`src/rtl/video_timing_controller_if.sv`:
```
// Pixel stream from the frame source into the timing controller.
// A beat transfers on a rising clock edge when pixel_valid && pixel_ready; pixel_sof tags the first pixel of a frame.
interface video_timing_controller_if;
   logic [23:0] pixel_data;
   logic        pixel_sof;
   logic        pixel_valid;
   logic        pixel_ready;

   modport master (output pixel_data, output pixel_sof, output pixel_valid, input pixel_ready);
   modport slave  (input pixel_data, input pixel_sof, input pixel_valid, output pixel_ready);
endinterface

```
`src/rtl/video_timing_controller.sv`:
```
// Raster timing generator that feeds a DVI encoder from a frame-aligned valid/ready pixel stream.
// Defining VIDEO_TIMING_PATTERN_EN adds a pattern_mode input selecting a built-in colour-bar source.
module video_timing_controller #(
   parameter int H_ACTIVE = 640,
   parameter int H_FRONT  = 16,
   parameter int H_SYNC   = 96,
   parameter int H_BACK   = 48,
   parameter int V_ACTIVE = 480,
   parameter int V_FRONT  = 10,
   parameter int V_SYNC   = 2,
   parameter int V_BACK   = 33,
   parameter bit SYNC_POL = 1'b0
) (
   input  logic        clock,
   input  logic        reset,
   input  logic        enable,
   input  logic        clear_status,
`ifdef VIDEO_TIMING_PATTERN_EN
   input  logic        pattern_mode,
`endif
   video_timing_controller_if.slave pixel,
   output logic [23:0] video_data,
   output logic        video_de,
   output logic        video_hsync,
   output logic        video_vsync,
   output logic        frame_start,
   output logic        underflow,
   output logic        sync_error,
   output logic [1:0]  debug_state
);
   localparam int H_TOTAL = H_ACTIVE + H_FRONT + H_SYNC + H_BACK;
   localparam int V_TOTAL = V_ACTIVE + V_FRONT + V_SYNC + V_BACK;
   localparam int HW = $clog2(H_TOTAL);
   localparam int VW = $clog2(V_TOTAL);
   localparam logic [HW-1:0] H_LAST = HW'(H_TOTAL - 1);
   localparam logic [HW-1:0] H_ACT  = HW'(H_ACTIVE);
   localparam logic [HW-1:0] HS_BEG = HW'(H_ACTIVE + H_FRONT);
   localparam logic [HW-1:0] HS_END = HW'(H_ACTIVE + H_FRONT + H_SYNC);
   localparam logic [VW-1:0] V_LAST = VW'(V_TOTAL - 1);
   localparam logic [VW-1:0] V_ACT  = VW'(V_ACTIVE);
   localparam logic [VW-1:0] VS_BEG = VW'(V_ACTIVE + V_FRONT);
   localparam logic [VW-1:0] VS_END = VW'(V_ACTIVE + V_FRONT + V_SYNC);

   typedef enum logic [1:0] {IDLE, WAIT_SOF, RUN, PATTERN} state_t;

   state_t        state, state_next;
   logic [HW-1:0] h_cnt;
   logic [VW-1:0] v_cnt;
   logic          active, first_pixel, frame_last, in_hsync, in_vsync, running;
   logic          ready, under_set, sync_set;
   logic [23:0]   data_next;

   assign active      = (h_cnt < H_ACT) && (v_cnt < V_ACT);
   assign first_pixel = (h_cnt == '0) && (v_cnt == '0);
   assign frame_last  = (h_cnt == H_LAST) && (v_cnt == V_LAST);
   assign in_hsync    = (h_cnt >= HS_BEG) && (h_cnt < HS_END);
   assign in_vsync    = (v_cnt >= VS_BEG) && (v_cnt < VS_END);
   assign running     = (state != IDLE);
   assign pixel.pixel_ready = ready;
   assign debug_state = state;

`ifdef VIDEO_TIMING_PATTERN_EN
   localparam int BAR_W = H_ACTIVE / 8;
   localparam int BW = $clog2(BAR_W + 1);
   localparam logic [BW-1:0] BAR_LAST = BW'(BAR_W - 1);

   logic [BW-1:0] bar_pix;
   logic [2:0]    bar_idx;
   logic [23:0]   bar_colour;

   // Bar position tracks h_cnt and is reloaded as the line wraps so h=0 starts bar 0.
   always_ff @(posedge clock) begin
      if (reset || state == IDLE || h_cnt == H_LAST) begin
         bar_pix <= '0;
         bar_idx <= '0;
      end else if (bar_pix == BAR_LAST) begin
         bar_pix <= '0;
         bar_idx <= bar_idx + 3'd1;
      end else begin
         bar_pix <= bar_pix + 1'b1;
      end
   end

   always_comb begin
      case (bar_idx)
         3'd0:    bar_colour = 24'hFFFFFF;
         3'd1:    bar_colour = 24'hFFFF00;
         3'd2:    bar_colour = 24'h00FFFF;
         3'd3:    bar_colour = 24'h00FF00;
         3'd4:    bar_colour = 24'hFF00FF;
         3'd5:    bar_colour = 24'hFF0000;
         3'd6:    bar_colour = 24'h0000FF;
         default: bar_colour = 24'h000000;
      endcase
   end
`endif

   always_comb begin
      state_next = state;
      ready      = 1'b0;
      data_next  = '0;
      under_set  = 1'b0;
      sync_set   = 1'b0;
      case (state)
         IDLE: begin
            if (enable) state_next = WAIT_SOF;
         end
         WAIT_SOF: begin
            // Non-SOF beats are drained; an SOF beat waits at the head for the frame boundary.
            ready = !(pixel.pixel_valid && pixel.pixel_sof);
         end
         RUN: begin
            ready = active && !(pixel.pixel_valid && pixel.pixel_sof && !first_pixel);
            if (active) begin
               if (!pixel.pixel_valid) begin
                  under_set  = 1'b1;
                  state_next = WAIT_SOF;
               end else if (!ready) begin
                  sync_set   = 1'b1;
                  state_next = WAIT_SOF;
               end else begin
                  data_next = pixel.pixel_data;
                  if (first_pixel && !pixel.pixel_sof) begin
                     sync_set   = 1'b1;
                     state_next = WAIT_SOF;
                  end
               end
            end
         end
         default: ;
      endcase
`ifdef VIDEO_TIMING_PATTERN_EN
      if (state == PATTERN && active) data_next = bar_colour;
      if (state == IDLE && enable && pattern_mode) state_next = PATTERN;
`endif
      if (running && frame_last) begin
         if (!enable) state_next = IDLE;
`ifdef VIDEO_TIMING_PATTERN_EN
         else if (pattern_mode) state_next = PATTERN;
         else if (state == PATTERN) state_next = WAIT_SOF;
`endif
         else if (state == WAIT_SOF && pixel.pixel_valid && pixel.pixel_sof) state_next = RUN;
      end
   end

   always_ff @(posedge clock) begin
      if (reset) begin
         state       <= IDLE;
         h_cnt       <= '0;
         v_cnt       <= '0;
         video_data  <= '0;
         video_de    <= 1'b0;
         video_hsync <= ~SYNC_POL;
         video_vsync <= ~SYNC_POL;
         frame_start <= 1'b0;
         underflow   <= 1'b0;
         sync_error  <= 1'b0;
      end else begin
         state <= state_next;
         if (!running) begin
            h_cnt <= '0;
            v_cnt <= '0;
         end else if (h_cnt == H_LAST) begin
            h_cnt <= '0;
            v_cnt <= (v_cnt == V_LAST) ? '0 : v_cnt + 1'b1;
         end else begin
            h_cnt <= h_cnt + 1'b1;
         end
         video_data  <= data_next;
         video_de    <= running && active;
         video_hsync <= (running && in_hsync) ? SYNC_POL : ~SYNC_POL;
         video_vsync <= (running && in_vsync) ? SYNC_POL : ~SYNC_POL;
         frame_start <= running && first_pixel;
         // A new error in the same cycle as clear_status leaves the flag set.
         underflow   <= under_set | (underflow & ~clear_status);
         sync_error  <= sync_set | (sync_error & ~clear_status);
      end
   end
endmodule

```
`src/flat_wrapper.sv`:
```
// flat-port wrapper written by rule: the top's interface ports become plain ports
module video_timing_controller_flat 
#(
   parameter int H_ACTIVE = 640,
   parameter int H_FRONT  = 16,
   parameter int H_SYNC   = 96,
   parameter int H_BACK   = 48,
   parameter int V_ACTIVE = 480,
   parameter int V_FRONT  = 10,
   parameter int V_SYNC   = 2,
   parameter int V_BACK   = 33,
   parameter bit SYNC_POL = 1'b0
)
  (clock, reset, enable, clear_status, video_data, video_de, video_hsync, video_vsync, frame_start, underflow, sync_error, debug_state, pixel_pixel_data, pixel_pixel_sof, pixel_pixel_valid, pixel_pixel_ready);
  video_timing_controller_if pixel_i ();
  input  logic clock;
  input  logic reset;
  input  logic enable;
  input  logic clear_status;
  output logic [23:0] video_data;
  output logic video_de;
  output logic video_hsync;
  output logic video_vsync;
  output logic frame_start;
  output logic underflow;
  output logic sync_error;
  output logic [1:0] debug_state;
  input wire logic [$bits(pixel_i.pixel_data)-1:0] pixel_pixel_data;
  input wire logic [$bits(pixel_i.pixel_sof)-1:0] pixel_pixel_sof;
  input wire logic [$bits(pixel_i.pixel_valid)-1:0] pixel_pixel_valid;
  output wire logic [$bits(pixel_i.pixel_ready)-1:0] pixel_pixel_ready;
  assign pixel_i.pixel_data = pixel_pixel_data;
  assign pixel_i.pixel_sof = pixel_pixel_sof;
  assign pixel_i.pixel_valid = pixel_pixel_valid;
  assign pixel_pixel_ready = pixel_i.pixel_ready;
  video_timing_controller #(.H_ACTIVE(H_ACTIVE), .H_FRONT(H_FRONT), .H_SYNC(H_SYNC), .H_BACK(H_BACK), .V_ACTIVE(V_ACTIVE), .V_FRONT(V_FRONT), .V_SYNC(V_SYNC), .V_BACK(V_BACK), .SYNC_POL(SYNC_POL)) u_core (.clock(clock), .reset(reset), .enable(enable), .clear_status(clear_status), .pixel(pixel_i), .video_data(video_data), .video_de(video_de), .video_hsync(video_hsync), .video_vsync(video_vsync), .frame_start(frame_start), .underflow(underflow), .sync_error(sync_error), .debug_state(debug_state));
endmodule
```
`config.mk`:
```
export PLATFORM = sky130hd
export DESIGN_NAME = video_timing_controller_flat
export DESIGN_NICKNAME = d
export VERILOG_FILES = /design/src/rtl/video_timing_controller_if.sv /design/src/rtl/video_timing_controller.sv /design/src/flat_wrapper.sv
export SDC_FILE = /design/constraint.sdc
export NUM_CORES = 1
export LEC_CHECK = 0
export BUFFER_PORTS_ARGS = -buffer_cell sky130_fd_sc_hd__buf_2
export CELL_PAD_IN_SITES_DETAIL_PLACEMENT = 1
export CELL_PAD_IN_SITES_GLOBAL_PLACEMENT = 1
export CORE_UTILIZATION = 38
export DETAILED_ROUTE_END_ITERATION = 10
export PLACE_DENSITY_LB_ADDON = 0.25
export SYNTH_ARGS = -nofsm -noshare
export SYNTH_HDL_FRONTEND = slang
export SYNTH_SLANG_ARGS = --single-unit
```
`constraint.sdc`:
```
create_clock -name clock -period 2.98 [get_ports clock]
set_input_delay 0.298 -clock clock [delete_from_list [all_inputs] [get_ports clock]]
set_output_delay 0.298 -clock clock [all_outputs]
set_load 0.05 [all_outputs]
```
Word level (Yosys, flattened, before mapping):

Cells that the tools add are included.

* flip-flop bits (word level): 52
* bits of input ports: 30
* output and inout bits: 33
* logic and storage cells: 80

* add/subtract/negate cells: 2
* $lt $le $gt $ge: 6
* eq/ne operators: 4
* multiplexer cells: 21
* bitwise gates (word level): 10
* reduce and logical (&&, ||, !) cells: 27

Operators with widths (number)
* 10-bit by 1-bit adder with 10-bit output, second input constant: 2
* 10-bit equality test, second input constant: 2
* 10-bit logical NOT: 2
* 10-bit less-than comparator, second input constant: 2
* 10-bit by 9-bit less-than comparator with 1-bit output, second input constant: 2
* 1-bit logical AND: 16
* 2-bit 2-to-1 mux: 8
* 10-bit greater-or-equal comparator, second input constant: 1
* 10-bit by 9-bit greater-or-equal comparator with 1-bit output, second input constant: 1
* 1-bit 2-to-1 mux: 10
* 10-bit 2-to-1 mux: 1
* 1-bit NOT: 6
* 5-bit OR reduction: 1
* 1-bit logical NOT: 4
* 2-bit one-hot mux with 2 select lines: 1
* 3-bit OR reduction: 1
* 1-bit AND: 2
* 2-bit by 1-bit equality test with 1-bit output, second input constant: 1
* 2-bit equality test, second input constant: 1
* 2-bit logical NOT: 1
* 1-bit bitwise OR: 2
* 1-bit one-hot mux with 2 select lines: 1
* 2-bit nonzero test: 1
* 2-bit OR reduction: 1

Longest topological paths before layout:

* depth after elaboration: 13
* mapped depth: 7
* gate-level depth less buffers: 7

Worst setup path before layout:

No wires, ideal clock.

* path kind: reg2reg
* start point: register u_core.state[0] (netlist: u_core.debug_state[0])
* end point: register u_core.video_vsync
* library setup time: 0.142 ns
* arrival: 2.531 ns
* required time: 2.838 ns
* setup slack: 0.307 ns
* cell stages (with the launch flop): 7
* path buffers: 1
* period minus slack after synthesis: 2.673 ns
* cell sequence: dfxtp_1 inv_1 ha_1 or2_2 clkbuf_1 or4_1 or4b_2

* cells in the longest elaborated chain, start to end: 3

Ends and longest elaborated chain
* start: declaration: line video_timing_controller.sv:46 `state_t state, state_next;`
* start signal: assignment: line video_timing_controller.sv:159 `state <= state_next;`
* 2-bit nonzero test: line video_timing_controller.sv:58 `assign running = (state != IDLE);`
* 1-bit logical AND: line video_timing_controller.sv:172 `video_vsync <= (running && in_vsync) ? SYNC_POL : ~SYNC_POL;`
* 1-bit 2-to-1 mux: line video_timing_controller.sv:172
* end signal: assignment: line video_timing_controller.sv:154 `video_vsync <= ~SYNC_POL;`
* end signal: assignment: line video_timing_controller.sv:172
* end: declaration: line video_timing_controller.sv:25 `output logic video_vsync,`

Every way passes these cells.
A chain may end at the register's enable or synchronous reset.

Worst setup path after layout:

* start point: register u_core.v_cnt[4]
* end point: output pixel_pixel_ready

* cells in the longest elaborated chain, start to end: 7
* elaborated cells between the ends (all ways): 9
* those cells by class: order compare (1); mux (1); reduce/logical (7)

Ends and longest elaborated chain
* start: declaration: line video_timing_controller.sv:48 `logic [VW-1:0] v_cnt;`
* start signal: assignment: line video_timing_controller.sv:165 `v_cnt <= (v_cnt == V_LAST) ? '0 : v_cnt + 1'b1;`
* branches (longest 5 deep; another with 10-bit by 9-bit less-than comparator with 1-bit output)
* 1-bit logical AND *: line video_timing_controller.sv:113 `ready = active && !(pixel.pixel_valid && pixel.pixel_sof && !first_pixel);`
* 1-bit one-hot mux with 2 select lines *: line video_timing_controller.sv:104 `case (state)`
* end: declaration: line flat_wrapper.sv:31 `output wire logic [$bits(pixel_i.pixel_ready)-1:0] pixel_pixel_ready;`

Every way passes the cells marked *.

==> flow_summary.toml <==
[floorplanning]
die_y_um = 76.4
core_region_area_um2 = 5200
fp.dieArea_um2 = 5830
boundaryPins = 63
start_util_pct = 40.4
fp-row-count = 26
die-width_um = 76.4

[layout]
layoutNonFillerInstCount = 358
multi_input_area_um2 = 982
drive_gt1_share_pct = 28.1
area_delta_synth_final_pct = 22.2
number_of_nets_in_the_layout = 324
final.fill_count = 646
antennaDiodeCount = 0
fin_area_um2 = 2570
seq_area_um2 = 1040

[setup_path]
timing.critical_path.cells = "or4_4, or3b_4, nor4_1, o21a_1, buf_2"
worst-endpoint-required_ps = 2680
largest_fanout_on_the_critical_path = 6
cp-end-kind = "output port"
cp_slowest_cell = "sky130_fd_sc_hd__or4_4"
setup.worst_path.class = "reg2out"
timing.critical_path.slowest_cell_delay_ps = 550
setup.worst_path.start_class = "register"
worstPathArrival_ps = 2340
r2r_depth = 5

[logic_synthesis]
syn_area_per_cell_um2 = 9.51
synth_top_area_share_pct = 49.5
synth_area_leader_cell = "sky130_fd_sc_hd__dfxtp_1"
ys.warnings.count = 0
post_synth_main_area_contributors = "sky130_fd_sc_hd__dfxtp_1 50%, sky130_fd_sc_hd__and2_1 7.7%, sky130_fd_sc_hd__nor2_1 4.8%"
asyncSetResetFlopFracSynth_pct = 0
seq_area_frac_synth_pct = 49.5
synth-seq-cells = 52
synthCells = 221
ys.flop_type = "sky130_fd_sc_hd__dfxtp_1"
synth_edf_count = 0
synth_cell_types = 37
syn-num-nets = 258
synth_area_um2 = 2100

[clocking]
hold_buffer_count_at_cts = 0
cts_max_level = 2
clock_tree_from_tritoncts = "yes"
clockRootBuffer = "sky130_fd_sc_hd__clkbuf_8"
cts_repair_resize_count = 0
cts_made_buffers = 5
worst_setup_hold_path_clk_slew_ps = 100
cts_num_sinks = 52
cts.repair_timing.setup_buffer_count = 0
cts_max_path_buffers = 2
clk_latency_ps = 300

[sta]
final.period_utilization_pct = 88.7
fmax_mhz = 378
slew_violations = 0
fin_setup_tns_ps = 0
clock-skew-final_ps = 7.67
hold_violations = 0
tightestPinTransition_ps = 795
slew-limit-headroom_pct = 46.5
final_period_minus_worst_setup_slack_ps = 2640
rsz_0062_raised_after_global_routing = "false"
setup_viol = 0

[placement]
place.port_buffers = 62
gp_congestion = 0.760
placed_cell_area_um2 = 2480
numPlacedInstances = 350
place_hpwl_mm = 3.72

[grt]
global_route.overflow_total = 0
vias_in_the_first_global_route = 1694
grtUsageTotal_pct = 17.7
antenna_found_initial = 0
wire_length_of_the_first_global_routing_pass_mm = 8.09
grt_start_max_net_pins = 25

[power]
design_power_total_w = 0.00118
leakagePower_nw = 1.13
ir_drop_v = 0.000263
power_per_cell_area_nw_per_um2 = 461

[run]
drv.max_cap_violation_count = 0

[worst_hold_path]
holdCritPathClass = "in2reg"
whs_path_depth = 2

[status]
status = "finished clean"

[drt]
final_antenna_net_count = 0
drt_iter0_markers = 62
drc_errors = 0
dr.pass1.iters = 4
vias_per_cell = 4.80
routed-via-count = 1719
wire_per_inst_um = 13.4
totalWireLength_mm = 4.79
==> logic make-up (layout without fill, tap and decap cells) <==
logic type	after synthesis	count (layout)	synth area share (%)
AND/OR/NAND/NOR	112	112	30.2
adder cells (fa/ha/maj)	7	7	4.17
buffers and inverters	17	84	3.75
XOR/XNOR	15	15	6.25
AO/OA/AOI/OAI	18	18	6.13
flip-flops	52	52	49.5
==> through the flow <==
step                      hold WS [ps]  setup slack [ps]  utilization (%)
final                              184               337             49.4
after global routing               165               199             49.4
after CTS                          177               315             49.4
after detailed placement           454               634             47.6
after global placement             447               651             47.6
after floorplan                    370               307                -
==> critical path, delay by kind of cell, from the launching register on <==
kind	cells	cell delay, ps
simple gates	3	1260
flops	1	380
buf+inv	1	250
compound gates	1	150
==> synth_stat cells (all sizes together) (5+ instances only) <==
library cell and n:
nor4 5, xnor2 7, dfxtp 52, or4 5, and2 27, inv 13, ha 7, nor3 6
a21oi 7, nand2 10, nand3 7, xor2 8, nand4 6, nor2 27
==> path summary, 6_finish.rpt <==
kind	endpoint	slack, ps	start
worst min register to register	u_core.h_cnt[0]$_SDFF_PP0_	470	u_core.h_cnt[0]$_SDFF_PP0_
worst max-delay path	pixel_pixel_ready	340	u_core.v_cnt[4]$_SDFFE_PP0N_
worst max register to register	u_core.debug_state[1]$_SDFF_PP0_	640	u_core.v_cnt[4]$_SDFFE_PP0N_
worst min-delay path	u_core.video_data[19]$_SDFF_PP0_	180	pixel_pixel_data[19]
==> placed cells by master (no fill, tap or decap), types with 2 or more instances in the layout <==
cell | synthesis | layout
sky130_fd_sc_hd__clkbuf_8 | 0 | 5
sky130_fd_sc_hd__nand4_1 | 6 | 6
sky130_fd_sc_hd__and3_1 | 3 | 3
sky130_fd_sc_hd__nand3_1 | 7 | 7
sky130_fd_sc_hd__a21oi_1 | 7 | 7
sky130_fd_sc_hd__nor4_1 | 5 | 5
sky130_fd_sc_hd__nand2b_1 | 2 | 2
sky130_fd_sc_hd__nor3_1 | 6 | 6
sky130_fd_sc_hd__inv_1 | 13 | 13
sky130_fd_sc_hd__nor2_1 | 27 | 27
sky130_fd_sc_hd__ha_1 | 7 | 7
sky130_fd_sc_hd__or3_1 | 3 | 3
sky130_fd_sc_hd__or2_2 | 2 | 2
sky130_fd_sc_hd__xnor2_1 | 7 | 7
sky130_fd_sc_hd__o31ai_2 | 2 | 2
sky130_fd_sc_hd__xor2_1 | 8 | 8
sky130_fd_sc_hd__dfxtp_1 | 52 | 52
sky130_fd_sc_hd__a31oi_1 | 2 | 2
sky130_fd_sc_hd__nand3b_1 | 3 | 3
sky130_fd_sc_hd__buf_2 | 0 | 62
sky130_fd_sc_hd__nand2_1 | 10 | 10
sky130_fd_sc_hd__and2_1 | 26 | 26
sky130_fd_sc_hd__nor3b_1 | 2 | 2
sky130_fd_sc_hd__or4_1 | 4 | 4
==> cell type report <==
cell class	count	area share (%)
tap	70	3.41
multi-input combinational	152	38.2
clock buffer	5	2.68
inverter	13	1.90
sequential	52	40.5
timing repair buffer	63	12.4
clock inverter	3	0.877
==> power by group <==
group           total, W  internal [W]  switching, W  leakage [nW]
Combinational  0.0000744     0.0000297     0.0000447         0.662
Sequential      0.000701      0.000699    0.00000279         0.419
Clock           0.000408      0.000169      0.000239        0.0485
Total            0.00118      0.000897      0.000287          1.13
==> state kept, by name, indices dropped and copies added (netlist names) <==
register	count
u_core.video_data	24
u_core.h_cnt	10
u_core.v_cnt	10
u_core.debug_state	2
u_core.frame_start	1
u_core.sync_error	1
u_core.underflow	1
u_core.video_de	1
u_core.video_hsync	1
u_core.video_vsync	1
==> layer usage <==
metal  GRT usage [%]  part of all wire (%)  vias to the layer above
met1            22.8                    48                      808
met5               0                     0                        -
li1                -                     -                      878
met3            4.67                   3.3                        2
met2            28.5                    47                       31
met4            6.35                  0.86                        0
(Power assumes the default switching activity.)
